$ cat src/rtl/id_ex_issue_stage.sv
// ID/EX issue stage: single-entry valid/ready register that decodes the ALU op at capture
// and resolves EX/MEM and MEM/WB forwarding combinationally from the held rs indices.

module id_ex_issue_fwd #(
    parameter int XLEN = 64
) (
    input  logic [4:0]      rs,
    input  logic [XLEN-1:0] rf_data,
    input  logic            exm_regwrite,
    input  logic [4:0]      exm_rd,
    input  logic [XLEN-1:0] exm_result,
    input  logic            mwb_regwrite,
    input  logic [4:0]      mwb_rd,
    input  logic [XLEN-1:0] mwb_result,
    output logic [XLEN-1:0] data
);
    always_comb begin
        data = rf_data;
        if (exm_regwrite && exm_rd != 5'd0 && exm_rd == rs)
            data = exm_result;
        else if (mwb_regwrite && mwb_rd != 5'd0 && mwb_rd == rs)
            data = mwb_result;
    end
endmodule

module id_ex_issue_stage #(
    parameter int XLEN = 64
) (
    input  logic            clk,
    input  logic            reset,
    input  logic            flush,
    input  logic            in_valid,
    output logic            in_ready,
    input  logic [XLEN-1:0] in_rs1_data,
    input  logic [XLEN-1:0] in_rs2_data,
    input  logic [XLEN-1:0] in_imm,
    input  logic [4:0]      in_rs1,
    input  logic [4:0]      in_rs2,
    input  logic [4:0]      in_rd,
    input  logic [1:0]      in_aluop,
    input  logic [2:0]      in_funct3,
    input  logic            in_funct7_5,
    input  logic            in_alusrc,
    input  logic            in_regwrite,
    input  logic            exm_regwrite,
    input  logic [4:0]      exm_rd,
    input  logic [XLEN-1:0] exm_result,
    input  logic            mwb_regwrite,
    input  logic [4:0]      mwb_rd,
    input  logic [XLEN-1:0] mwb_result,
    output logic            out_valid,
    input  logic            out_ready,
    output logic [XLEN-1:0] out_a,
    output logic [XLEN-1:0] out_b,
    output logic [3:0]      out_alu_op,
    output logic [XLEN-1:0] out_store_data,
    output logic [4:0]      out_rd,
    output logic            out_regwrite,
    output logic            out_illegal
);
    typedef struct packed {
        logic [XLEN-1:0] rs1_data;
        logic [XLEN-1:0] rs2_data;
        logic [XLEN-1:0] imm;
        logic [4:0]      rs1;
        logic [4:0]      rs2;
        logic [4:0]      rd;
        logic [3:0]      alu_op;
        logic            alusrc;
        logic            regwrite;
        logic            illegal;
    } entry_t;

    entry_t     held, nxt;
    logic       vld;
    logic [3:0] dec_op;
    logic       dec_ill;
    logic       cap, xfer_out;

    assign in_ready = !vld || out_ready;
    assign cap      = in_valid && in_ready;
    assign xfer_out = vld && out_ready;

    // Unmapped encodings still issue as ADD so the pipe keeps moving; illegal is flagged.
    always_comb begin
        dec_op  = 4'b0010;
        dec_ill = 1'b0;
        case (in_aluop)
            2'b00: dec_op = 4'b0010;
            2'b01: dec_op = 4'b0110;
            2'b10: begin
                case ({in_funct3, in_funct7_5})
                    4'b000_0: dec_op = 4'b0010;
                    4'b000_1: dec_op = 4'b0110;
                    4'b111_0: dec_op = 4'b0000;
                    4'b110_0: dec_op = 4'b0001;
                    default:  dec_ill = 1'b1;
                endcase
            end
            2'b11: begin
                case (in_funct3)
                    3'b000: dec_op = 4'b0010;
                    3'b001: begin
                        if (!in_funct7_5) dec_op = 4'b1000;
                        else              dec_ill = 1'b1;
                    end
                    3'b111: dec_op = 4'b0000;
                    3'b110: dec_op = 4'b0001;
                    default: dec_ill = 1'b1;
                endcase
            end
        endcase
    end

    always_comb begin
        nxt.rs1_data = in_rs1_data;
        nxt.rs2_data = in_rs2_data;
        nxt.imm      = in_imm;
        nxt.rs1      = in_rs1;
        nxt.rs2      = in_rs2;
        nxt.rd       = in_rd;
        nxt.alu_op   = dec_op;
        nxt.alusrc   = in_alusrc;
        nxt.regwrite = in_regwrite;
        nxt.illegal  = dec_ill;
    end

    always_ff @(posedge clk) begin
        if (reset) begin
            vld  <= 1'b0;
            held <= '0;
        end else if (flush) begin
            vld <= 1'b0;
        end else if (cap) begin
            vld  <= 1'b1;
            held <= nxt;
        end else if (xfer_out) begin
            vld <= 1'b0;
        end
    end

    // Operand 0 is rs1, operand 1 is rs2.
    logic [1:0][4:0]      rs_idx;
    logic [1:0][XLEN-1:0] rf_data, fwd_data;

    assign rs_idx[0]  = held.rs1;
    assign rs_idx[1]  = held.rs2;
    assign rf_data[0] = held.rs1_data;
    assign rf_data[1] = held.rs2_data;

    for (genvar g = 0; g < 2; g++) begin : g_fwd
        id_ex_issue_fwd #(.XLEN(XLEN)) u_fwd (
            .rs           (rs_idx[g]),
            .rf_data      (rf_data[g]),
            .exm_regwrite (exm_regwrite),
            .exm_rd       (exm_rd),
            .exm_result   (exm_result),
            .mwb_regwrite (mwb_regwrite),
            .mwb_rd       (mwb_rd),
            .mwb_result   (mwb_result),
            .data         (fwd_data[g])
        );
    end

    assign out_valid      = vld;
    assign out_a          = fwd_data[0];
    assign out_store_data = fwd_data[1];
    assign out_b          = held.alusrc ? held.imm : fwd_data[1];
    assign out_alu_op     = held.alu_op;
    assign out_rd         = held.rd;
    assign out_regwrite   = vld && held.regwrite;
    assign out_illegal    = held.illegal;
endmodule

$ cat config.mk
export PLATFORM = sky130hd
export DESIGN_NAME = id_ex_issue_stage
export DESIGN_NICKNAME = d
export VERILOG_FILES = /design/src/rtl/id_ex_issue_stage.sv
export SDC_FILE = /design/constraint.sdc
export NUM_CORES = 1
export LEC_CHECK = 0
export CORE_AREA = 3 3 219 221
export CTS_BUF_LIST = sky130_fd_sc_hd__clkbuf_16
export CTS_CLUSTER_SIZE = 10
export DETAILED_ROUTE_END_ITERATION = 8
export DIE_AREA = 0 0 222 224
export HOLD_SLACK_MARGIN = 0.08
export PLACE_DENSITY = 0.6
export SLEW_MARGIN = 30
export SYNTH_ARGS = -nofsm -noshare
export SYNTH_HDL_FRONTEND = slang
export SYNTH_SLANG_ARGS = --single-unit
$ cat constraint.sdc
create_clock -name clk -period 2.1 [get_ports clk]
set_input_delay 0.315 -clock clk [delete_from_list [all_inputs] [get_ports clk]]
set_output_delay 0.315 -clock clk [all_outputs]
set_load 0.02 [all_outputs]
# After elaboration in Yosys (flattened, before gate mapping)
# Cells that the tools add are included.
# word_totals
regBits,215
inputBits,360
# classes
n_reduce_logical,21
muxes,15
n_eq_ne,13
bitwise,1
# ops
cell,count
2-to-1 mux 64 bit,5
== test 5 bit,4
one-hot mux 4 bit (4 select lines),1
one-hot mux 4 bit (3 select lines),1
nonzero test 5 bit,2
logical AND 1 bit,9
one-hot mux 3 bit (3 select lines),1
"== test 4 bit, second input constant",2
"== test 3 bit, second input constant",2
"== test 2 bit, second input constant",2
"== test 4 x 1 -> 1 bit, second input constant",1
logical NOT 4 bit,1
2-to-1 mux 1 bit,4
2-to-1 mux 4 bit,1
one-hot mux 1 bit (2 select lines),2
OR reduction 4 bit,1
"== test 3 x 1 -> 1 bit, second input constant",1
logical NOT 3 bit,1
OR reduction 3 bit,1
"== test 2 x 1 -> 1 bit, second input constant",1
logical NOT 2 bit,1
AND reduction 2 bit,1
nonzero test 2 bit,1
OR reduction 2 bit,1
other kinds (3),3

# Longest topological paths before layout
# Gate-level depths: netlist (run 1).
# logic_depth
word_depth,6
depth_mapped,8
depth_no_buf,7

# Modules after synthesis
# From an unflattened synthesis (run 1), not the netlist that was laid out.
# hier_totals
hier_cells,1719
hier_area_um2,12791.0
# by_module_without_submodules
mod,n_inst,area_per_inst_um2,cells_each
id_ex_issue_stage,1,8319.2,1025
id_ex_issue_fwd,2,2235.9,347

# Worst setup path after synthesis (run 1)
# No wires, ideal clock.
# synth_path
path_kind,input to output
start,in mwb_rd[2]
end,out out_b[43]
t_required_ns,1.785
t_arrival_ns,2.176
path_buffers,2
stages,7
path_slack_ns,-0.391
cell_sequence,or4_1 > o21a_1 > and4_4 > buf_12 > buf_6 > mux2i_1 > a221oi_1
# synth_via
elab_chain_cells,6
word_cells_on_any_way,7
cone_classes,eq/ne: 1; mux: 3; reduce/logical: 3
# synth_rtl
element,line,rtl
from (decl),49,"input logic [4:0] mwb_rd,"
nonzero test 5 bit,21,else if (mwb_regwrite && mwb_rd != 5'd0 && mwb_rd == rs)
logical AND 1 bit,21,
logical AND 1 bit *,21,
2-to-1 mux 64 bit *,21,
2-to-1 mux 64 bit *,19,if (exm_regwrite && exm_rd != 5'd0 && exm_rd == rs)
2-to-1 mux 64 bit *,168,assign out_b = held.alusrc ? held.imm : fwd_data[1];
to (decl),54,"output logic [XLEN-1:0] out_b,"
# Every way passes the cells marked *; elsewhere a longest branch is shown, timed or not.

# Worst setup path after layout (run 1)
# layout_path
start,in mwb_rd[3]
end,out out_b[6]
# Same word-level chain as after synthesis.

==> run_summary.xml, run 1 <==
<?xml version="1.0" encoding="UTF-8"?>
<metrics>
  <group name="outcome">
    <metric name="outcome" unit="">finished, violations left</metric>
    <metric name="violations" unit="">negative setup slack</metric>
  </group>
  <group name="critical_path">
    <metric name="path_common_cell" unit="">buf_12</metric>
    <metric name="critical_path_buf_inv_count" unit="">6</metric>
    <metric name="path_delay_family" unit="">buffers and inverters</metric>
    <metric name="timing.reg2reg.setup_slack" unit="ps">330</metric>
    <metric name="critPathMaxFanout" unit="">4</metric>
    <metric name="critical_path_required" unit="ps">1780</metric>
    <metric name="slowest_stage_cell_crit_path" unit="">or4_1</metric>
    <metric name="path_class" unit="">in -&gt; out</metric>
    <metric name="endpoint_kind" unit="">output pin</metric>
    <metric name="critical-path-max-stage-delay" unit="ps">490</metric>
    <metric name="start_kind" unit="">primary input</metric>
    <metric name="arr_time_crit_path" unit="ps">2560</metric>
    <metric name="crit_chain" unit="">buf_2 -&gt; or4_1 -&gt; o21a_1 -&gt; and4_4 -&gt; buf_12 -&gt; buf_12 -&gt; buf_4 -&gt; buf_12 -&gt; mux2i_4 -&gt; a221oi_4 -&gt; buf_6</metric>
  </group>
  <group name="placement">
    <metric name="numPortBuffers" unit="">564</metric>
    <metric name="dp.final_hpwl" unit="mm">45.1</metric>
    <metric name="finalWeightedCongestion" unit="">0.935</metric>
  </group>
  <group name="sta">
    <metric name="layout_min_cycle_time" unit="ps">2880</metric>
    <metric name="drv_slew" unit="">0</metric>
    <metric name="post-route-worst-setup-slack" unit="ps">-778</metric>
    <metric name="period_utilisation_layout" unit="">1.37</metric>
    <metric name="grt_setup_unrepaired" unit="">yes</metric>
    <metric name="hold_viol_final" unit="">0</metric>
    <metric name="worst_slew_margin_rel" unit="">0.620</metric>
    <metric name="fin_hold_ws" unit="ps">212</metric>
    <metric name="max_clock_freq" unit="MHz">347</metric>
    <metric name="setup-violations-final" unit="">192</metric>
    <metric name="clock_skews" unit="ps">16.6</metric>
    <metric name="tightest_slew" unit="ps">569</metric>
  </group>
  <group name="route">
    <metric name="detail_route.first_pass.iterations" unit="">5</metric>
    <metric name="first_iter_violations" unit="">790</metric>
    <metric name="detail_route.wirelength" unit="mm">67.4</metric>
    <metric name="post-route-drc-count" unit="">0</metric>
    <metric name="drt.antenna.violating_nets" unit="">0</metric>
    <metric name="vias_per_cell" unit="">5.02</metric>
    <metric name="final_routed_wire_length_divided_by_cell_count" unit="um">22.2</metric>
    <metric name="routed-via-count" unit="">15300</metric>
  </group>
  <group name="clock_tree">
    <metric name="clockBufferDepth" unit="">3</metric>
    <metric name="path_clk_slew" unit="ps">60</metric>
    <metric name="cts_htree_levels" unit="">1</metric>
    <metric name="hold_buffers" unit="">0</metric>
    <metric name="cts_root_buffer" unit="">clkbuf_16</metric>
    <metric name="clkSinkCount" unit="">215</metric>
    <metric name="tritoncts_clock_tree" unit="">yes</metric>
    <metric name="worst_skew_pair.late_latency" unit="ps">550</metric>
    <metric name="cts_buf_count" unit="">28</metric>
  </group>
  <group name="job">
    <metric name="cap_viol_max_count" unit="">0</metric>
  </group>
  <group name="logic_synthesis">
    <metric name="post_synth_edffs" unit="">0</metric>
    <metric name="synth_warnings" unit="">0</metric>
    <metric name="synth_top_area_cell" unit="">dfxtp_1</metric>
    <metric name="syn-num-nets" unit="">2004</metric>
    <metric name="synthDominantCellAreaShare" unit="">0.341</metric>
    <metric name="yosys_register_bits" unit="">215</metric>
    <metric name="synth.yosys.seq_area_share" unit="">0.341</metric>
    <metric name="yosysMostFrequentCell" unit="">nand2_1</metric>
    <metric name="synthFlopType" unit="">dfxtp_1</metric>
    <metric name="synth.distinct_cells" unit="">41</metric>
    <metric name="post_synth_instance_area" unit="um^2">12600</metric>
    <metric name="synth.avg_cell_area" unit="um^2">7.69</metric>
    <metric name="post_synth_most_frequent_cells" unit="">487 x nand2_1, 236 x a21oi_1, 215 x dfxtp_1, 96 x clkbuf_1, 89 x mux2i_1</metric>
    <metric name="syn-instance-count" unit="">1642</metric>
    <metric name="synth.top_cells.by_area" unit="">dfxtp_1 34%, nand2_1 14%, a21oi_1 9.3%</metric>
    <metric name="ys_async_sr_fraction" unit="">0</metric>
  </group>
  <group name="power">
    <metric name="internal_power" unit="uW">9130</metric>
    <metric name="vdd_drop_max" unit="mV">0.553</metric>
    <metric name="switching_share" unit="">0.308</metric>
    <metric name="power_density" unit="nW/um^2">486</metric>
    <metric name="share_clk_of_total_power" unit="">0.337</metric>
    <metric name="net-switching-power" unit="uW">4060</metric>
    <metric name="power.static_leakage" unit="uW">0.00985</metric>
    <metric name="comb_power_share" unit="">0.326</metric>
    <metric name="power_frac_seq" unit="">0.337</metric>
    <metric name="finalPower" unit="uW">13200</metric>
  </group>
  <group name="floorplan">
    <metric name="design.core.area" unit="um^2">46400</metric>
    <metric name="floorplan.die.width" unit="um">222</metric>
    <metric name="floorplan.die.height" unit="um">224</metric>
    <metric name="std_cell_rows" unit="">79</metric>
    <metric name="die_area" unit="um^2">49700</metric>
    <metric name="ioPinCount" unit="">565</metric>
    <metric name="initial_utilization" unit="">0.273</metric>
  </group>
  <group name="global_route">
    <metric name="grt_use_total" unit="">0.253</metric>
    <metric name="antenna_found_initial" unit="">9</metric>
    <metric name="grt_start_max_net_pins" unit="">49</metric>
    <metric name="grt_first_pass_wirelength" unit="mm">97.8</metric>
    <metric name="grt_overflow" unit="">0</metric>
    <metric name="grt_pass1_vias" unit="">15700</metric>
  </group>
  <group name="cells_and_area">
    <metric name="final_net_count" unit="">2769</metric>
    <metric name="drive_above_1_share" unit="">0.411</metric>
    <metric name="layout.core_utilization" unit="">0.585</metric>
    <metric name="area_growth" unit="%">115</metric>
  </group>
  <group name="min_path">
    <metric name="holdCritPathClass" unit="">in -&gt; reg</metric>
  </group>
</metrics>
## state kept, by name, indices dropped and copies added (netlist names)
| name | flops |
|---|---|
| out_valid | 1 |
| out_rd | 5 |
| out_illegal | 1 |
| held | 204 |
| out_alu_op | 4 |
## logic make-up (layout without fill, tap and decap cells)
| logic type | Yosys count | in the layout | synth area share |
|---|---|---|---|
| muxes | 129 | 129 | 0.142 |
| other | 0 | 7 | 0 |
| DFF | 215 | 215 | 0.341 |
| xor gates and xnor gates | 20 | 20 | 0.0139 |
| buffers and inverters | 218 | 998 | 0.0814 |
| AOI/OAI and AO/OA | 414 | 414 | 0.218 |
| adders and majority gates | 2 | 2 | 0.00198 |
| and+or+nand+nor | 644 | 645 | 0.203 |
## cells in the final DEF (no fill, tap or decap), types with 9 or more instances in the layout
cell / instances
buf_4: 137
dfxtp_1: 207
mux2i_4: 115
buf_16: 22
mux2i_2: 11
buf_8: 17
o21ai_2: 19
nor2_2: 14
o21ai_4: 44
nor3_2: 23
a21oi_1: 212
inv_1: 74
nor2_4: 16
a221oi_4: 62
nand2_1: 468
nand2_4: 17
a21oi_2: 42
buf_12: 81
a21oi_4: 22
nor3_1: 9
nor3_4: 37
nor2_1: 42
clkbuf_16: 32
clkdlybuf4s50_1: 361
xor2_1: 11
buf_6: 249
## final cells by class
cell class	count	area, um^2
Timing Repair Buffer	883	10100
Multi-Input combinational cell	1210	10800
Inverter	69	259
Fill cell	3825	19200
Antenna cell	7	17.5
Clock buffer	29	726
Sequential cell	215	4320
Tap cell	607	759
Clock inverter	17	95.1
## per-stage QoR
stage / setup slack [ps] / instances / setup TNS, ps / cell area [um^2]
2_1_floorplan: -209 / 1642 / -23990 / 14500
3_3_place_gp: -1370 / 2871 / -233710 / 22200
3_5_place_dp: -1370 / 2871 / -234870 / 22200
4_1_cts: -843 / 3020 / -138570 / 26000
5_1_grt: -834 / 3037 / -137930 / 27100
6_report: -778 / 3037 / -121590 / 27100
## worst paths after layout
kind                                  start           to  cells after the start
worst max-delay path              mwb_rd[3]     out_b[6]                     11
worst max register to register    out_valid     held[43]                      7
worst min register to register  out_illegal  out_illegal                      2
worst min-delay path                  reset    held[130]                      2
## repair_timing
action,CTS,global route
cloned,21,3
setup buffers,86,28
setup endpoints to repair,193,193
pin swaps,81,79
resized for setup,1343,310
## worst reg2reg max path: cells and delay by family, from the launching register on
kind,cells,cell delay [ps]
buf+inv,3,570
compound gates,1,140
flops,1,430
simple gates,3,540
## metal layers
layer	up-vias	GRT usage	routed length (um)
met3	161	0.0457	4340
met2	642	0.442	33800
met1	7316	0.313	26500
met5	-	0	16
met4	4	0.0914	2820
li1	7132	-	-
## power groups by stage
stage / clock network (uW) / logic [uW] / registers, uW
floorplan: 0 / 1720 / 4450
global placement: 0 / 3690 / 4490
detailed placement: 0 / 3710 / 4500
CTS: 4580 / 4070 / 4440
global route: 4730 / 4500 / 4460
finish: 4450 / 4300 / 4450
Power figures use the tool's default switching activity.
==> run 2, diff against run 1 <==
==> constraint.sdc (replaced) <==
create_clock -name clk -period 2.1 [get_ports clk]
set_input_delay 0.42 -clock clk [delete_from_list [all_inputs] [get_ports clk]]
set_output_delay 0.42 -clock clk [all_outputs]
set_load 0.02 [all_outputs]
==> run_summary.xml, run 2 (same netlist as run 1, synthesis figures left out) <==
<?xml version="1.0" encoding="UTF-8"?>
<metrics>
  <group name="placement">
    <metric name="pre_cts_ws" unit="ps">-1530</metric>
    <metric name="dp.final_hpwl" unit="mm">46.4</metric>
    <metric name="finalWeightedCongestion" unit="">0.927</metric>
    <metric name="numPortBuffers" unit="">564</metric>
    <metric name="instance_area_after_placement" unit="um^2">22500</metric>
  </group>
  <group name="sta">
    <metric name="post-route-worst-setup-slack" unit="ps">-973</metric>
    <metric name="hold_viol_final" unit="">0</metric>
    <metric name="drv_slew" unit="">0</metric>
    <metric name="worst_slew_margin_rel" unit="">0.736</metric>
    <metric name="period_utilisation_layout" unit="">1.46</metric>
    <metric name="setup-violations-final" unit="">192</metric>
    <metric name="grt_setup_unrepaired" unit="">yes</metric>
    <metric name="max_clock_freq" unit="MHz">325</metric>
    <metric name="layout_min_cycle_time" unit="ps">3070</metric>
    <metric name="tightest_slew" unit="ps">393</metric>
    <metric name="final.setup.tns" unit="ps">-160000</metric>
    <metric name="clock_skews" unit="ps">9.02</metric>
  </group>
  <group name="critical_path">
    <metric name="endpoint_kind" unit="">output pin</metric>
    <metric name="slowest_stage_cell_crit_path" unit="">dfxtp_2</metric>
    <metric name="path_class" unit="">reg -&gt; out</metric>
    <metric name="crit_chain" unit="">buf_6 -&gt; xor2_2 -&gt; nor3_2 -&gt; buf_4 -&gt; nand3_4 -&gt; buf_12 -&gt; buf_6 -&gt; buf_8 -&gt; buf_6 -&gt; nor3_4 -&gt; a221oi_4 -&gt; buf_6</metric>
    <metric name="critical_path_buf_inv_count" unit="">7</metric>
    <metric name="critical-path-max-stage-delay" unit="ps">330</metric>
    <metric name="path_delay_family" unit="">buffers and inverters</metric>
    <metric name="critical_path_required" unit="ps">1680</metric>
    <metric name="start_kind" unit="">register</metric>
    <metric name="arr_time_crit_path" unit="ps">2650</metric>
    <metric name="path_common_cell" unit="">buf_6</metric>
    <metric name="critPathMaxFanout" unit="">6</metric>
  </group>
  <group name="clock_tree">
    <metric name="tritoncts_clock_tree" unit="">yes</metric>
    <metric name="cts_root_buffer" unit="">clkbuf_16</metric>
    <metric name="cts_buf_count" unit="">29</metric>
    <metric name="hold_buffers" unit="">0</metric>
    <metric name="clockBufferDepth" unit="">3</metric>
    <metric name="cts_htree_levels" unit="">1</metric>
    <metric name="clkSinkCount" unit="">215</metric>
    <metric name="path_clk_slew" unit="ps">50</metric>
    <metric name="worst_skew_pair.late_latency" unit="ps">550</metric>
  </group>
  <group name="cells_and_area">
    <metric name="multi_input_area" unit="um^2">10300</metric>
    <metric name="layout.cells.most_common" unit="">nand2_1</metric>
    <metric name="count_of_filler_cells_inserted_in_the_layout" unit="">3879</metric>
    <metric name="highest_count_cells_in_the_layout_ignoring_fill_and_taps" unit="">454 x nand2_1, 358 x clkdlybuf4s50_1, 267 x buf_6</metric>
    <metric name="sequential_cell_area" unit="um^2">4320</metric>
    <metric name="area_growth" unit="%">116</metric>
    <metric name="stdcell_area" unit="um^2">27400</metric>
    <metric name="drive_above_1_share" unit="">0.424</metric>
    <metric name="final_net_count" unit="">2885</metric>
    <metric name="largest_reg_flops" unit="">204</metric>
    <metric name="regMostFlops" unit="">held</metric>
  </group>
  <group name="job">
    <metric name="cap_viol_max_count" unit="">0</metric>
  </group>
  <group name="global_route">
    <metric name="grt_overflow" unit="">0</metric>
    <metric name="grt_first_pass_wirelength" unit="mm">96.4</metric>
    <metric name="grt_use_total" unit="">0.249</metric>
    <metric name="grt_pass1_vias" unit="">15700</metric>
    <metric name="antenna_found_initial" unit="">13</metric>
    <metric name="grt_start_max_net_pins" unit="">68</metric>
  </group>
  <group name="power">
    <metric name="share_clk_of_total_power" unit="">0.346</metric>
    <metric name="power_frac_seq" unit="">0.332</metric>
    <metric name="power.static_leakage" unit="uW">0.0104</metric>
    <metric name="finalPower" unit="uW">13400</metric>
    <metric name="vdd_drop_max" unit="mV">0.492</metric>
    <metric name="internal_power" unit="uW">9320</metric>
    <metric name="power_density" unit="nW/um^2">489</metric>
    <metric name="switching_share" unit="">0.303</metric>
    <metric name="net-switching-power" unit="uW">4060</metric>
    <metric name="comb_power_share" unit="">0.322</metric>
  </group>
  <group name="floorplan">
    <metric name="initial_utilization" unit="">0.273</metric>
    <metric name="die_area" unit="um^2">49700</metric>
    <metric name="ioPinCount" unit="">565</metric>
    <metric name="floorplan.die.height" unit="um">224</metric>
    <metric name="design.core.area" unit="um^2">46400</metric>
    <metric name="floorplan.die.width" unit="um">222</metric>
    <metric name="std_cell_rows" unit="">79</metric>
  </group>
  <group name="route">
    <metric name="post-route-drc-count" unit="">0</metric>
    <metric name="routed-via-count" unit="">15500</metric>
    <metric name="detail_route.first_pass.iterations" unit="">5</metric>
    <metric name="detail_route.wirelength" unit="mm">66.4</metric>
    <metric name="drt.antenna.violating_nets" unit="">0</metric>
    <metric name="vias_per_cell" unit="">4.92</metric>
    <metric name="final_routed_wire_length_divided_by_cell_count" unit="um">21.0</metric>
    <metric name="first_iter_violations" unit="">843</metric>
  </group>
  <group name="min_path">
    <metric name="holdCritPathClass" unit="">in -&gt; reg</metric>
  </group>
  <group name="outcome">
    <metric name="outcome" unit="">finished, violations left</metric>
    <metric name="violations" unit="">negative setup slack</metric>
  </group>
</metrics>
==> run 2: cell type report <==
class	count	share of cell area
multi-input combinational	1209	0.375
clock inverter	21	0.00531
antenna	11	0.00101
clock buffer	29	0.0265
tap	607	0.0278
inverter	69	0.00947
sequential	215	0.158
timing repair buffer	999	0.397
==> run 2: per-stage QoR <==
step,hold WS (ps),instances,util
6_report,251,3160,0.590
5_1_grt,239,3160,0.590
4_1_cts,211,3085,0.555
3_5_place_dp,446,2911,0.484
3_3_place_gp,443,2911,0.484
2_1_floorplan,432,1642,-
==> run 2: metal layers <==
layer	GRT usage	vias to the layer above	wire length [um]
met3	0.0480	116	4150
met2	0.423	559	33200
met5	0	-	27
met1	0.308	7506	26700
li1	-	7348	-
met4	0.105	4	2340
==> run 2: worst paths after layout <==
path / end / slack, ps / cells past startpoint / startpoint
worst min register to register: held[33] / 450 / 2 / held[33]
worst min-delay path: held[67] / 250 / 2 / reset
worst max-delay path: out_b[8] / -970 / 12 / held[14]
worst max register to register: held[79] / 280 / 7 / out_valid
==> run 2: power by group through the flow <==
stage / logic, uW / clock network, uW / registers (uW)
global placement: 3740 / 0 / 4490
detailed placement: 3760 / 0 / 4490
global route: 4520 / 4910 / 4460
finish: 4300 / 4630 / 4440
CTS: 4040 / 4770 / 4440
floorplan: 1720 / 0 / 4450
==> run 2: what timing repair did <==
action	4_1_cts	5_1_grt
gates cloned	11	2
buffers inserted	116	79
resized for setup	1165	372
endpoints found under the setup margin	194	193
pin swaps	38	72
==> run 3, diff against run 2 <==
--- a/config.mk
+++ b/config.mk
@@ -10,8 +10,10 @@
 export CTS_CLUSTER_SIZE = 10
 export DETAILED_ROUTE_END_ITERATION = 8
 export DIE_AREA = 0 0 222 224
+export GPL_TIMING_DRIVEN = 1
 export HOLD_SLACK_MARGIN = 0.08
 export PLACE_DENSITY = 0.6
+export RECOVER_POWER = 50
 export SLEW_MARGIN = 30
 export SYNTH_ARGS = -nofsm -noshare
 export SYNTH_HDL_FRONTEND = slang
==> run_summary.xml, run 3 (same netlist as run 1, synthesis figures left out) <==
<?xml version="1.0" encoding="UTF-8"?>
<metrics>
  <group name="placement">
    <metric name="finalWeightedCongestion" unit="">0.927</metric>
    <metric name="dp.final_hpwl" unit="mm">46.4</metric>
    <metric name="post-place-cells" unit="">2911</metric>
    <metric name="numPortBuffers" unit="">564</metric>
  </group>
  <group name="sta">
    <metric name="drv_slew" unit="">0</metric>
    <metric name="max_clock_freq" unit="MHz">326</metric>
    <metric name="worst_slew_margin_rel" unit="">0.389</metric>
    <metric name="hold_viol_final" unit="">0</metric>
    <metric name="tightest_slew" unit="ps">916</metric>
    <metric name="period_utilisation_layout" unit="">1.46</metric>
    <metric name="layout_min_cycle_time" unit="ps">3070</metric>
    <metric name="setup-violations-final" unit="">380</metric>
    <metric name="clock_skews" unit="ps">9.25</metric>
    <metric name="fin_hold_ws" unit="ps">252</metric>
    <metric name="grt_setup_unrepaired" unit="">yes</metric>
    <metric name="post-route-worst-setup-slack" unit="ps">-971</metric>
  </group>
  <group name="global_route">
    <metric name="grt.busiest_layer" unit="">met2</metric>
    <metric name="grt_first_pass_wirelength" unit="mm">96.4</metric>
    <metric name="grt_pass1_vias" unit="">15700</metric>
    <metric name="m1_gr_usage" unit="">0.308</metric>
    <metric name="use_met2" unit="">0.423</metric>
    <metric name="grt_use_total" unit="">0.249</metric>
    <metric name="grt_overflow" unit="">0</metric>
    <metric name="grt_start_max_net_pins" unit="">68</metric>
    <metric name="grtUsageMet3" unit="">0.0480</metric>
    <metric name="antenna_found_initial" unit="">13</metric>
  </group>
  <group name="critical_path">
    <metric name="crit_path_end" unit="">out_b[8]</metric>
    <metric name="critical_path.startpoint" unit="">held[14]</metric>
    <metric name="worstReg2RegStart" unit="">out_valid</metric>
    <metric name="critical_path_required" unit="ps">1680</metric>
    <metric name="timing.reg2reg.setup_slack" unit="ps">-200</metric>
    <metric name="arr_time_crit_path" unit="ps">2650</metric>
    <metric name="reg2reg_capture_point" unit="">held[79]</metric>
    <metric name="timing.reg2reg.worst_path_depth" unit="">7</metric>
    <metric name="start_kind" unit="">register</metric>
    <metric name="endpoint_kind" unit="">output pin</metric>
    <metric name="critPathMaxFanout" unit="">6</metric>
    <metric name="path_class" unit="">reg -&gt; out</metric>
  </group>
  <group name="floorplan">
    <metric name="ioPinCount" unit="">565</metric>
    <metric name="floorplan.die.width" unit="um">222</metric>
    <metric name="design.core.area" unit="um^2">46400</metric>
    <metric name="die_area" unit="um^2">49700</metric>
    <metric name="initial_utilization" unit="">0.273</metric>
    <metric name="std_cell_rows" unit="">79</metric>
    <metric name="floorplan.die.height" unit="um">224</metric>
  </group>
  <group name="clock_tree">
    <metric name="cts_buf_count" unit="">29</metric>
    <metric name="clockBufferDepth" unit="">3</metric>
    <metric name="cts_htree_levels" unit="">1</metric>
    <metric name="cts_root_buffer" unit="">clkbuf_16</metric>
    <metric name="worst_skew_pair.late_latency" unit="ps">560</metric>
    <metric name="hold_buffers" unit="">0</metric>
    <metric name="path_clk_slew" unit="ps">50</metric>
    <metric name="clkSinkCount" unit="">215</metric>
    <metric name="tritoncts_clock_tree" unit="">yes</metric>
  </group>
  <group name="cells_and_area">
    <metric name="layout.cells.most_common" unit="">nand2_1</metric>
    <metric name="finish.cell_count_without_fillers" unit="">3160</metric>
    <metric name="multi_input_area" unit="um^2">10300</metric>
    <metric name="area_growth" unit="%">116</metric>
    <metric name="final_net_count" unit="">2885</metric>
    <metric name="drive_above_1_share" unit="">0.424</metric>
    <metric name="largest_reg_flops" unit="">204</metric>
    <metric name="count_of_filler_cells_inserted_in_the_layout" unit="">3887</metric>
    <metric name="regMostFlops" unit="">held</metric>
    <metric name="highest_count_cells_in_the_layout_ignoring_fill_and_taps" unit="">454 x nand2_1, 358 x clkdlybuf4s50_1, 267 x buf_6</metric>
    <metric name="sequential_cell_area" unit="um^2">4320</metric>
  </group>
  <group name="route">
    <metric name="detail_route.wirelength" unit="mm">66.4</metric>
    <metric name="final_routed_wire_length_divided_by_cell_count" unit="um">21.0</metric>
    <metric name="vias_per_cell" unit="">4.92</metric>
    <metric name="drt.antenna.violating_nets" unit="">0</metric>
    <metric name="post-route-drc-count" unit="">0</metric>
    <metric name="detail_route.first_pass.iterations" unit="">5</metric>
    <metric name="first_iter_violations" unit="">845</metric>
    <metric name="routed-via-count" unit="">15500</metric>
  </group>
  <group name="power">
    <metric name="finalPower" unit="uW">13400</metric>
    <metric name="power.static_leakage" unit="uW">0.0103</metric>
    <metric name="power_density" unit="nW/um^2">489</metric>
    <metric name="vdd_drop_max" unit="mV">0.492</metric>
  </group>
  <group name="outcome">
    <metric name="violations" unit="">negative setup slack</metric>
    <metric name="outcome" unit="">finished, violations left</metric>
  </group>
  <group name="min_path">
    <metric name="holdCritPathClass" unit="">in -&gt; reg</metric>
  </group>
  <group name="job">
    <metric name="cap_viol_max_count" unit="">0</metric>
  </group>
</metrics>
run 3: cell count changes in the layout (fill, tap and decap cells not counted), sizes merged:
cell / before / now
buf: 627 / 625
dlymetal6s2s: 3 / 2
clkbuf: 37 / 40
run 3: per-stage QoR:
| step | util | TNS [ps] | setup slack [ps] | cell area (um^2) |
|---|---|---|---|---|
| floorplan | - | -61840 | -419 | 14500 |
| global placement | 0.484 | -274450 | -1510 | 22500 |
| detailed placement | 0.484 | -279330 | -1530 | 22500 |
| CTS | 0.555 | -183180 | -1170 | 25700 |
| global route | 0.589 | -206310 | -1070 | 27300 |
| finish | 0.589 | -170900 | -971 | 27300 |
run 3: worst max-delay path: stages, from the launching register on:
cell,delay [ps]
dfxtp_2,330
buf_6,120
xor2_2,140
nor3_2,190
buf_4,160
nand3_4,160
buf_12,200
buf_6,120
buf_8,130
buf_6,140
nor3_4,210
a221oi_4,50
buf_6,140
run 3: how the worst min path moves through the flow:
stage          startpoint         to  slack [ps]  cells after the start
6_report            reset   held[67]         250                      2
5_1_grt             reset  held[134]         240                      2
4_1_cts             reset   held[67]         210                      2
3_5_place_dp     held[24]   held[24]         450                      2
3_3_place_gp    held[173]  held[173]         440                      2
2_1_floorplan     held[1]    held[1]         430                      2
run 3: what timing repair did:
item                                     CTS  global route
endpoints found under the hold margin      0             0
setup buffers                            116            79
endpoints found under the setup margin   194           193
pin swaps                                 38            72
cloned                                    11             2
gates resized for setup                 1165           372
run 3: per-layer routing:
| layer | vias up | wire (um) |
|---|---|---|
| li1 | 7346 | - |
| met1 | 7500 | 26600 |
| met2 | 573 | 33100 |
| met3 | 118 | 4250 |
| met4 | 4 | 2400 |
| met5 | - | 27 |
run 3: area by class of cell:
type / instances / area share
diodes: 11 / 0.00101
clock inverters: 21 / 0.00532
inverters: 69 / 0.00948
flip-flops and latches: 215 / 0.158
multi-input cells: 1209 / 0.376
repair buffers: 999 / 0.396
well taps: 607 / 0.0278
clock buffers: 29 / 0.0266
run 3: power by group:
| part | internal [uW] | switching, uW | leakage [uW] | total [uW] |
|---|---|---|---|---|
| clock | 2720 | 1910 | 0.000449 | 4630 |
| combinational | 2320 | 1970 | 0.00813 | 4290 |
| sequential | 4270 | 169 | 0.00176 | 4440 |
